==> src/rtl/tick_led_counter.sv <==
// Tick-qualified LED up/down counter with synchronised, debounced direction buttons and a hold switch.
// Optional build macro TICK_LED_COUNTER_SATURATE_EN: pin at the limits and stop instead of wrapping.
module tick_led_counter #(
    parameter int WIDTH           = 4,
    parameter int DEBOUNCE_CYCLES = 1000000
) (
    input  logic             clk,
    input  logic             reset,
    input  logic             tick_en,
    input  logic             btn_up,
    input  logic             btn_down,
    input  logic             sw_hold,
    output logic [WIDTH-1:0] count,
    output logic             running,
    output logic             dir_up,
    output logic             wrap
);

    localparam int DW = $clog2(DEBOUNCE_CYCLES);
    localparam logic [DW-1:0] DCNT_LAST = DW'(DEBOUNCE_CYCLES - 1);
`ifdef TICK_LED_COUNTER_SATURATE_EN
    localparam logic [WIDTH-1:0] CNT_MAX_M1 = {{(WIDTH-1){1'b1}}, 1'b0};
    localparam logic [WIDTH-1:0] CNT_ONE    = WIDTH'(1);
`endif

    typedef enum logic [1:0] {STOP, UP, DOWN} state_t;

    // Bit 0 = up button, bit 1 = down button, bit 2 = hold switch.
    logic [2:0]          s1_q, s2_q;
    logic [1:0]          db_q, db_dly_q;
    logic [1:0][DW-1:0]  dcnt_q;
    logic [1:0]          rise;
    logic                hold_s;

    state_t              state_q, state_d;
    logic [WIDTH-1:0]    count_q, count_d;
    logic                wrap_q, wrap_d;
    logic                running_q, dir_up_q;
`ifdef TICK_LED_COUNTER_SATURATE_EN
    logic                pin;
`endif

    always_ff @(posedge clk or posedge reset) begin
        if (reset) begin
            s1_q     <= '0;
            s2_q     <= '0;
            db_q     <= '0;
            db_dly_q <= '0;
            dcnt_q   <= '0;
        end else begin
            s1_q     <= {sw_hold, btn_down, btn_up};
            s2_q     <= s1_q;
            db_dly_q <= db_q;
            for (int i = 0; i < 2; i++) begin
                if (s2_q[i] == db_q[i]) begin
                    dcnt_q[i] <= '0;
                end else if (dcnt_q[i] == DCNT_LAST) begin
                    db_q[i]   <= s2_q[i];
                    dcnt_q[i] <= '0;
                end else begin
                    dcnt_q[i] <= dcnt_q[i] + 1'b1;
                end
            end
        end
    end

    assign rise   = db_q & ~db_dly_q;
    assign hold_s = s2_q[2];

    // Count step uses the registered (pre-transition) state.
    always_comb begin
        count_d = count_q;
        wrap_d  = 1'b0;
`ifdef TICK_LED_COUNTER_SATURATE_EN
        pin     = 1'b0;
`endif
        if (tick_en && !hold_s) begin
            case (state_q)
                UP: begin
                    if (count_q == '1) begin
`ifndef TICK_LED_COUNTER_SATURATE_EN
                        count_d = '0;
                        wrap_d  = 1'b1;
`endif
                    end else begin
                        count_d = count_q + 1'b1;
`ifdef TICK_LED_COUNTER_SATURATE_EN
                        if (count_q == CNT_MAX_M1) begin
                            wrap_d = 1'b1;
                            pin    = 1'b1;
                        end
`endif
                    end
                end
                DOWN: begin
                    if (count_q == '0) begin
`ifndef TICK_LED_COUNTER_SATURATE_EN
                        count_d = '1;
                        wrap_d  = 1'b1;
`endif
                    end else begin
                        count_d = count_q - 1'b1;
`ifdef TICK_LED_COUNTER_SATURATE_EN
                        if (count_q == CNT_ONE) begin
                            wrap_d = 1'b1;
                            pin    = 1'b1;
                        end
`endif
                    end
                end
                default: ;
            endcase
        end
    end

    always_comb begin
        state_d = state_q;
        case (rise)
            2'b01:   state_d = UP;
            2'b10:   state_d = DOWN;
            2'b11:   state_d = STOP;
            default: state_d = state_q;
        endcase
`ifdef TICK_LED_COUNTER_SATURATE_EN
        // Reaching a limit stops the counter on that same edge.
        if (pin) state_d = STOP;
`endif
    end

    always_ff @(posedge clk or posedge reset) begin
        if (reset) begin
            state_q   <= STOP;
            running_q <= 1'b0;
            dir_up_q  <= 1'b0;
            count_q   <= '0;
            wrap_q    <= 1'b0;
        end else begin
            state_q   <= state_d;
            running_q <= (state_d != STOP);
            dir_up_q  <= (state_d == UP);
            count_q   <= count_d;
            wrap_q    <= wrap_d;
        end
    end

    assign count   = count_q;
    assign running = running_q;
    assign dir_up  = dir_up_q;
    assign wrap    = wrap_q;

endmodule

==> config.mk <==
export PLATFORM = sky130hd
export DESIGN_NAME = tick_led_counter
export DESIGN_NICKNAME = d
export VERILOG_FILES = /design/src/rtl/tick_led_counter.sv
export SDC_FILE = /design/constraint.sdc
export NUM_CORES = 1
export LEC_CHECK = 0
export ABC_AREA = 1
export CORE_ASPECT_RATIO = 1.1
export CORE_UTILIZATION = 45
export CTS_BUF_LIST = sky130_fd_sc_hd__clkbuf_2 sky130_fd_sc_hd__clkbuf_4 sky130_fd_sc_hd__clkbuf_8
export CTS_CLUSTER_DIAMETER = 120
export CTS_CLUSTER_SIZE = 30
export DETAILED_ROUTE_END_ITERATION = 10
export GPL_ROUTABILITY_DRIVEN = 0
export SLEW_MARGIN = 15
export SYNTH_ARGS = -nofsm -noshare
export SYNTH_HDL_FRONTEND = slang
export SYNTH_SLANG_ARGS = --single-unit
==> constraint.sdc <==
create_clock -name clk -period 2.2 [get_ports clk]
set_input_delay 0.22 -clock clk [delete_from_list [all_inputs] [get_ports clk]]
set_output_delay 0.22 -clock clk [all_outputs]
set_load 0.02 [all_outputs]
==> impl_metrics.py <==
metrics = {
    "final_layout": {
        "drive_gt1_frac": 0.113,
        "layout.nets": 414,
        "diodes": 0,
        "finalInstanceArea_um2": 3530,
        "areaGrowthSynthToFinish_pct": 15.5,
        "fillers": 609,
    },
    "floorplan": {
        "start_util": 0.464,
        "fp.dieW_um": 80.6,
        "die_h_um": 88.4,
        "ios": 13,
        "die_area_um2": 7130,
        "num_rows": 31,
        "core_um2": 6590,
    },
    "clock_tree": {
        "h-tree-depth": 3,
        "cts_hold_buf": 0,
        "cts_resized": 0,
        "numClockSinks": 59,
        "postCtsSetupRepairBufs": 0,
        "clkLatencyLatePin_ps": 340,
        "clock-root-buffer": "clkbuf_8",
        "cts_inserted_buffers": 9,
        "clk_pin_slew_worst_paths_ps": 70,
        "clockBufferDepth": 2,
        "cts_tree": "built",
    },
    "placement": {
        "port_buffers": 12,
        "dpl.hpwl_mm": 4.30,
        "placed_cell_area_um2": 3300,
    },
    "sta": {
        "setup_viol": 0,
        "fin_crit_sh": 0.760,
        "fmax_mhz": 598,
        "slew-limit-headroom": 0.783,
        "hold_viol": 0,
        "worst_clock_skew_ps": 9.32,
        "finalSetupTns_ps": 0,
        "tightest_slew_ps": 322,
        "final_max_slew_viol_count": 0,
        "rsz0062_at_grt": "false",
        "min_period_ps": 1670,
    },
    "critical_path": {
        "crit_chain": "clkdlybuf4s50_1",
        "cp.arrival_ps": 1450,
        "path_max_fanout": 7,
        "crit_path_max_incr_delay_ps": 650,
        "worstSetupEndpointType": "output pin",
        "crit_family": "buffers and inverters",
        "cp_slowest_cell": "clkdlybuf4s50_1",
        "critPathKind": "flop to output pin",
        "path_buf_inv": 1,
        "critPathRequiredTime_ps": 1980,
        "worst_setup_path_start_kind": "flop",
    },
    "power_and_ir_drop": {
        "switching_share": 0.226,
        "switching_power_w": 0.000533,
        "power.density_nw_per_um2": 667,
        "power_w": 0.00235,
        "seqPwrFrac": 0.474,
        "cellLeakagePower_nw": 1.55,
        "clkPwrFrac": 0.487,
        "max-vdd-ir-drop_mv": 0.340,
        "internal_power_w": 0.00182,
        "combPwrFrac": 0.039,
    },
    "synthesis": {
        "yosysWarningCount": 0,
        "syn-num-nets": 390,
        "ys_ff_latch": 59,
        "async_reset_ff_frac": 1.00,
        "yosys.cell_types.count": 27,
        "syn_avg_cell_area_um2": 8.09,
        "synth-main-ff-cell": "dfrtp_1",
        "synth_seq_area_share": 0.483,
        "syn_area_um2": 3060,
        "netlist_instances": 378,
        "synth_edf_count": 0,
    },
    "grt": {
        "grtUsageMet3": 0.0526,
        "grt_usage": 0.197,
        "grt_use_met2": 0.332,
        "grt_util_met1": 0.243,
        "antenna_found_initial": 0,
        "overflow": 0,
        "grt_max_degree": 60,
        "grt_pass1_vias": 2376,
        "grt_pass1_wl_mm": 10.6,
        "grt.busiest_layer": "met2",
    },
    "route": {
        "ant_nets": 0,
        "drcViolationCount": 0,
        "drtIter0Drc": 81,
        "wirelength_mm": 5.87,
        "vias_per_cell": 4.83,
        "firstDrtPassIters": 4,
        "avgRoutedWirePerCell_um": 12.0,
        "vias": 2360,
    },
    "min_path": {
        "hold_class": "input pin to async pin",
    },
    "run": {
        "cap_violations": 0,
    },
    "run_status": {
        "status": "complete, no violations",
    },
}
## cells by family (layout without fill, tap and decap cells)
logic type / Yosys count / in the layout / share of synthesized area
xor+xnor: 24 / 24 / 0.0688
simple gates: 228 / 228 / 0.340
flops: 59 / 59 / 0.483
fa+ha+maj: 6 / 6 / 0.0246
buf+inv: 47 / 76 / 0.0577
compound gates: 14 / 14 / 0.0258
## final cells by class
class | count | area, um^2 | area share
clock buffers | 11 | 145 | 0.0411
flip-flops and latches | 59 | 1480 | 0.418
clock inverters | 5 | 85.1 | 0.0241
inverters | 47 | 176 | 0.0500
multi-input cells | 272 | 1400 | 0.398
repair buffers | 13 | 140 | 0.0397
well taps | 82 | 103 | 0.0291
## registers in the layout (all words and copies together), names as in the netlist
name      count
dcnt_q       40
count         4
s1_q          3
s2_q          3
db_dly_q      2
db_q          2
state_q       2
dir_up        1
running       1
wrap          1
## through the flow
| step | worst slack, ps | cells | hold WS [ps] | util |
|---|---|---|---|---|
| detailed placement | 633 | 473 | 336 | 0.500 |
| finish | 528 | 489 | 236 | 0.535 |
| floorplan | 524 | 378 | 251 | - |
| CTS | 500 | 489 | 244 | 0.535 |
| global route | 436 | 489 | 303 | 0.535 |
| global placement | 674 | 473 | 335 | 0.500 |
## power groups by stage
stage / clock network (W) / logic [W] / registers (W)
2_1_floorplan: 0 / 0.0000551 / 0.00114
3_5_place_dp: 0 / 0.0000958 / 0.00114
4_1_cts: 0.00118 / 0.0000958 / 0.00112
6_report: 0.00115 / 0.0000923 / 0.00112
3_3_place_gp: 0 / 0.0000933 / 0.00114
5_1_grt: 0.00122 / 0.000108 / 0.00112
## synth_stat cells, types with 2 or more instances
| library cell | instances | share of area |
|---|---|---|
| nor2_1 | 87 | 0.11 |
| nand2_1 | 78 | 0.096 |
| dfrtp_1 | 59 | 0.48 |
| inv_1 | 45 | 0.055 |
| xor2_1 | 19 | 0.054 |
| nand3_1 | 15 | 0.025 |
| nor3_1 | 10 | 0.016 |
| nand2_2 | 8 | 0.016 |
| nand4_1 | 8 | 0.016 |
| a21oi_1 | 7 | 0.011 |
| ha_1 | 6 | 0.025 |
| nor2_2 | 6 | 0.012 |
| xnor2_1 | 5 | 0.014 |
| nor2_4 | 4 | 0.015 |
| o21ai_0 | 4 | 0.0065 |
| nand3_2 | 3 | 0.0098 |
| inv_2 | 2 | 0.0025 |
| nor3_2 | 2 | 0.0065 |
| nor3b_1 | 2 | 0.0049 |
## worst paths after layout
| kind | slack (ps) | startpoint | to | cells after the start |
|---|---|---|---|---|
| max | 530 | count[2] | count[2] | 1 |
| min | 240 | reset | count[1] | 3 |
| max reg2reg | 650 | dcnt_q[0] | dcnt_q[19] | 8 |
| min reg2reg | 350 | s1_q[1] | s2_q[1] | 0 |
| max in group asynchronous | 1690 | reset | dcnt_q[16] | 3 |
| min in group clk | 320 | btn_down | s1_q[1] | 1 |
## placed cells by master (no fill, tap or decap), types with 5 or more instances in the layout
cell type / netlist / final
nand2_2: 8 / 8
dfrtp_1: 59 / 59
clkdlybuf4s50_1: 0 / 12
nand4_1: 8 / 8
xor2_1: 19 / 19
inv_1: 45 / 44
xnor2_1: 5 / 5
ha_1: 6 / 6
nor3_1: 10 / 10
nor2_2: 6 / 6
nand3_1: 15 / 15
clkbuf_8: 0 / 10
a21oi_1: 7 / 7
nand2_1: 78 / 78
nor2_1: 87 / 87
## metal layers
metal  up-vias  part of all wire
met1      1099              0.46
met2        33              0.48
li1       1221                 -
met5         -                 0
met4         0             0.016
met3         7             0.036
Power figures use the tool's default switching activity.
==> edit 1 (same flow settings) <==
Change the parameter `DEBOUNCE_CYCLES` from 1000000 to 4000000.
--- a/src/rtl/tick_led_counter.sv
+++ b/src/rtl/tick_led_counter.sv
@@ -4,3 +4,3 @@
     parameter int WIDTH           = 4,
-    parameter int DEBOUNCE_CYCLES = 1000000
+    parameter int DEBOUNCE_CYCLES = 4000000
 ) (
Check against the original RTL: no difference found for any inputs over 10 cycles, from zero or initial values and one cycle with reset high; that may be too few to reach the edited logic, so the function may still have changed.
==> edit 1 against the unedited design <==
- synthesized area up 6.0%
- register-to-register slack better by 0.02 ns
- non-clock buffer count unchanged
- global-route usage down 0.86 points
- sequential cell count up 4
- cell area up 5.3%
- synthesized cell count up 7.4%
- power up 4.1%
- critical path depth unchanged
- worst setup slack better by 0.034 ns
- sequential power up 6%
- cell count up 6.1%
- routed wire length up 4.5%
==> edit 1: results (changes against the unedited design) <==
largest cells by area after synthesis dfrtp_1, nor2_1, nand2_1, xor2_1, inv_1; top cell type's share of synthesized area 48.67% (+0.37 points); syn_nets 418 (+7.2%); first-pass GRT wire length 11070 µm (+4.9%); area of the multi-input gates 0.001490 mm² (+6.1%); grt met2 use 28.96% (-4.2 points); crit-path max cell delay 0.63 ns (-0.02 ns); Tmin final 1.637 ns (-0.03435 ns); WL met2 2784 µm (-2.0%); Inverters 46 (-2.1%); Comb power 0.0939 mW (+2%); Sw Ratio 21.16% (-1.5 points); status complete, no violations; vias in the first global route 2525 (+6.3%); WL/cell 11.82 µm (-1.5%); worst-margin pin slew 0.3828 ns (+0.06032 ns); CLK BUF 12 (+1); WL final 6135 µm (+4.5%); DR vias 2560 (+8.5%); CP arrival 1.42 ns (-0.03 ns); GRT met3 Usage 6.273% (+1.0 points); Nets 442 (+6.8%); Post-Route Skew 0.006312 ns (-0.003007 ns); largest net degree at the start of global routing 64 (+6.7%); Data buffer area share 3.771% (-0.20 points)
==> edit 1: changes by cell type in the layout (fill, tap and decap cells not counted), moves of 4 or more <==
cell     change
o21ai_0      +5
nand4_1      -4
nand2_2      -5
dfrtp_1      +4
nor2_1       +8
nand3_1     +15
nand2_1      +4
nor3_1       +4
==> edit 1: stage by stage <==
| step | hold slack (ns) | area (µm²) | utilization [%] |
|---|---|---|---|
| after floorplan | 0.2514 | 3239 | - |
| after global placement | 0.3315 | 3486 | 49.75 |
| after detailed placement | 0.3358 | 3486 | 49.75 |
| after CTS | 0.2599 | 3716 | 53.04 |
| after global routing | 0.2812 | 3716 | 53.04 |
| final | 0.2503 | 3716 | 53.04 |
==> edit 1: cells by family after synthesis <==
family / after synthesis
AND/OR/NAND/NOR: 248
adder cells (fa/ha/maj): 6
flip-flops: 63
XOR/XNOR: 23
AO/OA/AOI/OAI: 20
buffers and inverters: 46
==> edit 2 (config.mk and constraints unchanged) <==
Made on the original files. Encoding of `state_t`: now one-hot (3 bits for 3 states).
--- a/src/rtl/tick_led_counter.sv
+++ b/src/rtl/tick_led_counter.sv
@@ -25,3 +25,3 @@
 
-    typedef enum logic [1:0] {STOP, UP, DOWN} state_t;
+    typedef enum logic [2:0] {STOP = 3'b001, UP = 3'b010, DOWN = 3'b100} state_t;
 
Function: no difference found for any inputs over 10 cycles, from zero or initial values and one cycle with reset high; not proved beyond that.
==> edit 2 against the unedited design <==
- power fell by 5.9%
- fmax rose by 3.0%
- core utilization rose by 0.37 points
- count of clock-buffer cells in the layout rose by 1
- worst setup slack improved by 0.049 ns
- global-route usage fell by 0.47 points
- clock skew barely moved
- synthesized area rose by 2.3%
- cell area rose by 1.3%
- worst hold slack got worse by 0.053 ns
- routed wire length rose by 0.19%
- first-iteration DRC count rose by 57%
- sequential cell count rose by 1
- register-to-register slack improved by 0.05 ns
- critical endpoint is now count[1]
==> edit 2: results (changes against the unedited design) <==
uppermost layer routed met4; R2R Setup Slk 0.70 ns (+0.05 ns); grt met2 use 30.00% (-3.2 points); EDFF count, synth 0 (unchanged); GRT met3 Usage 5.306% (+0.048 points); WL met2 2696 µm (-5.1%); sequential cell area fraction in the yosys report 48.08% (-0.22 points); largest cells by area after synthesis dfrtp_1, nor2_1, nand2_1, inv_1, xor2_1; total CTS buffers 9 (unchanged); Unique masters post-synth 28 (+3.7%); vias in the first global route 2310 (-2.8%); Sw Ratio 21.74% (-0.89 points); DR iter-0 viols 127 (+57%); root buffer cell clkbuf_8; M1 WL 2886 µm (+5.9%); min-delay worst type in2async; Via density 4.756 (-1.4%); Clock Latency Late Sink 0.34 ns (about the same); IO Port Bufs 12 (unchanged); Max VDD drop 0.5087 mV (+49%); Fillers 605 (-0.66%); Largest register FFs 40 (unchanged); RR Startpoint dcnt_q[0]; drt pass-1 iters 4 (unchanged); Nets 428 (+3.4%); CP arrival 1.40 ns (-0.05 ns); Post-Route Skew 0.009113 ns (-0.0002055 ns); commonest cells in the netlist nor2_1, nand2_1, dfrtp_1; DR DRC count 0 (unchanged); Most flops, register dcnt_q; Reg2Reg Depth 8 (unchanged); met1 GRT Util 23.98% (-0.28 points); met3 routed WL 155 µm (-26%); Worst-path clk slew 0.07 ns (about the same); WL/cell 11.65 µm (-3.0%); Max Root-Sink Buffers 2 (unchanged); Max FO, Critical Path 5 (-2); fraction of registers with async set/reset 100.0% (unchanged); first-pass GRT wire length 10230 µm (-3.1%); syn_nets 404 (+3.6%); LEAKAGE 1.634 nW (+5.1%); cts repair resizes 0 (unchanged); crit-path max cell delay 0.64 ns; worst-margin pin slew 0.3985 ns (+0.07603 ns); Slowest-stage cell, CP clkdlybuf4s50_1; postcts setup bufs 0 (unchanged); CP delay by family, top buffers and inverters; Antenna Cells 0 (unchanged); predominant post-synthesis flop cell dfrtp_1; placed wire-length estimate 4352 µm (+1.2%); share of cells above drive strength 1 12.06% (+0.75 points); P_clk 1.02 mW (-11%); largest net degree at the start of global routing 44 (-27%); initial antenna violation count 0 (unchanged); Int Pwr 1.733 mW (-4.9%); RR Endpoint dcnt_q[19]; Total GRT Usage 19.18% (-0.47 points); Seq power 1.13 mW; Ys Warns 0 (unchanged); status complete, no violations
## edit 2: cell families (layout without fill, tap and decap cells)
family,count (synthesis),in the layout,share of synthesized area (%)
AND/OR/NAND/NOR,239,239,34.99
flip-flops,60,60,48.08
buffers and inverters,50,79,6.005
AO/OA/AOI/OAI,21,21,3.723
XOR/XNOR,20,20,5.605
adder cells (fa/ha/maj),4,4,1.601
## edit 2: stage by stage
stage                     setup WS [ns]  hold WS [ns]  cell area (µm²)  std cells  util (%)
after floorplan                  0.4970        0.2514             3126        394         -
after global placement           0.7605        0.3322             3368        489     50.78
after detailed placement         0.7041        0.3418             3368        489     50.78
after CTS                        0.5471        0.1780             3575        505     53.90
after global routing             0.5111        0.2382             3575        505     53.90
final                            0.5773        0.1821             3575        505     53.90
## edit 2: worst max-delay path by stage
| stage | slack [ns] | end | depth (start not counted) | start |
|---|---|---|---|---|
| 2_1_floorplan | 0.50 | count[0] | 1 | reset |
| 3_3_place_gp | 0.76 | dcnt_q[34] | 8 | dcnt_q[20] |
| 3_5_place_dp | 0.70 | dcnt_q[19] | 8 | dcnt_q[0] |
| 4_1_cts | 0.55 | count[1] | 1 | count[1] |
| 5_1_grt | 0.51 | count[3] | 1 | count[3] |
| 6_report | 0.58 | count[1] | 1 | count[1] |
## edit 2: layout make-up
| cell class | count | area (µm²) | area share (%) |
|---|---|---|---|
| Tap cell | 82 | 102.6 | 2.870 |
| Timing Repair Buffer | 13 | 140.1 | 3.920 |
| Clock inverter | 4 | 47.55 | 1.330 |
| Multi-Input combinational cell | 284 | 1435 | 40.15 |
| Clock buffer | 12 | 158.9 | 4.445 |
| Inverter | 50 | 187.7 | 5.250 |
| Sequential cell | 60 | 1503 | 42.04 |
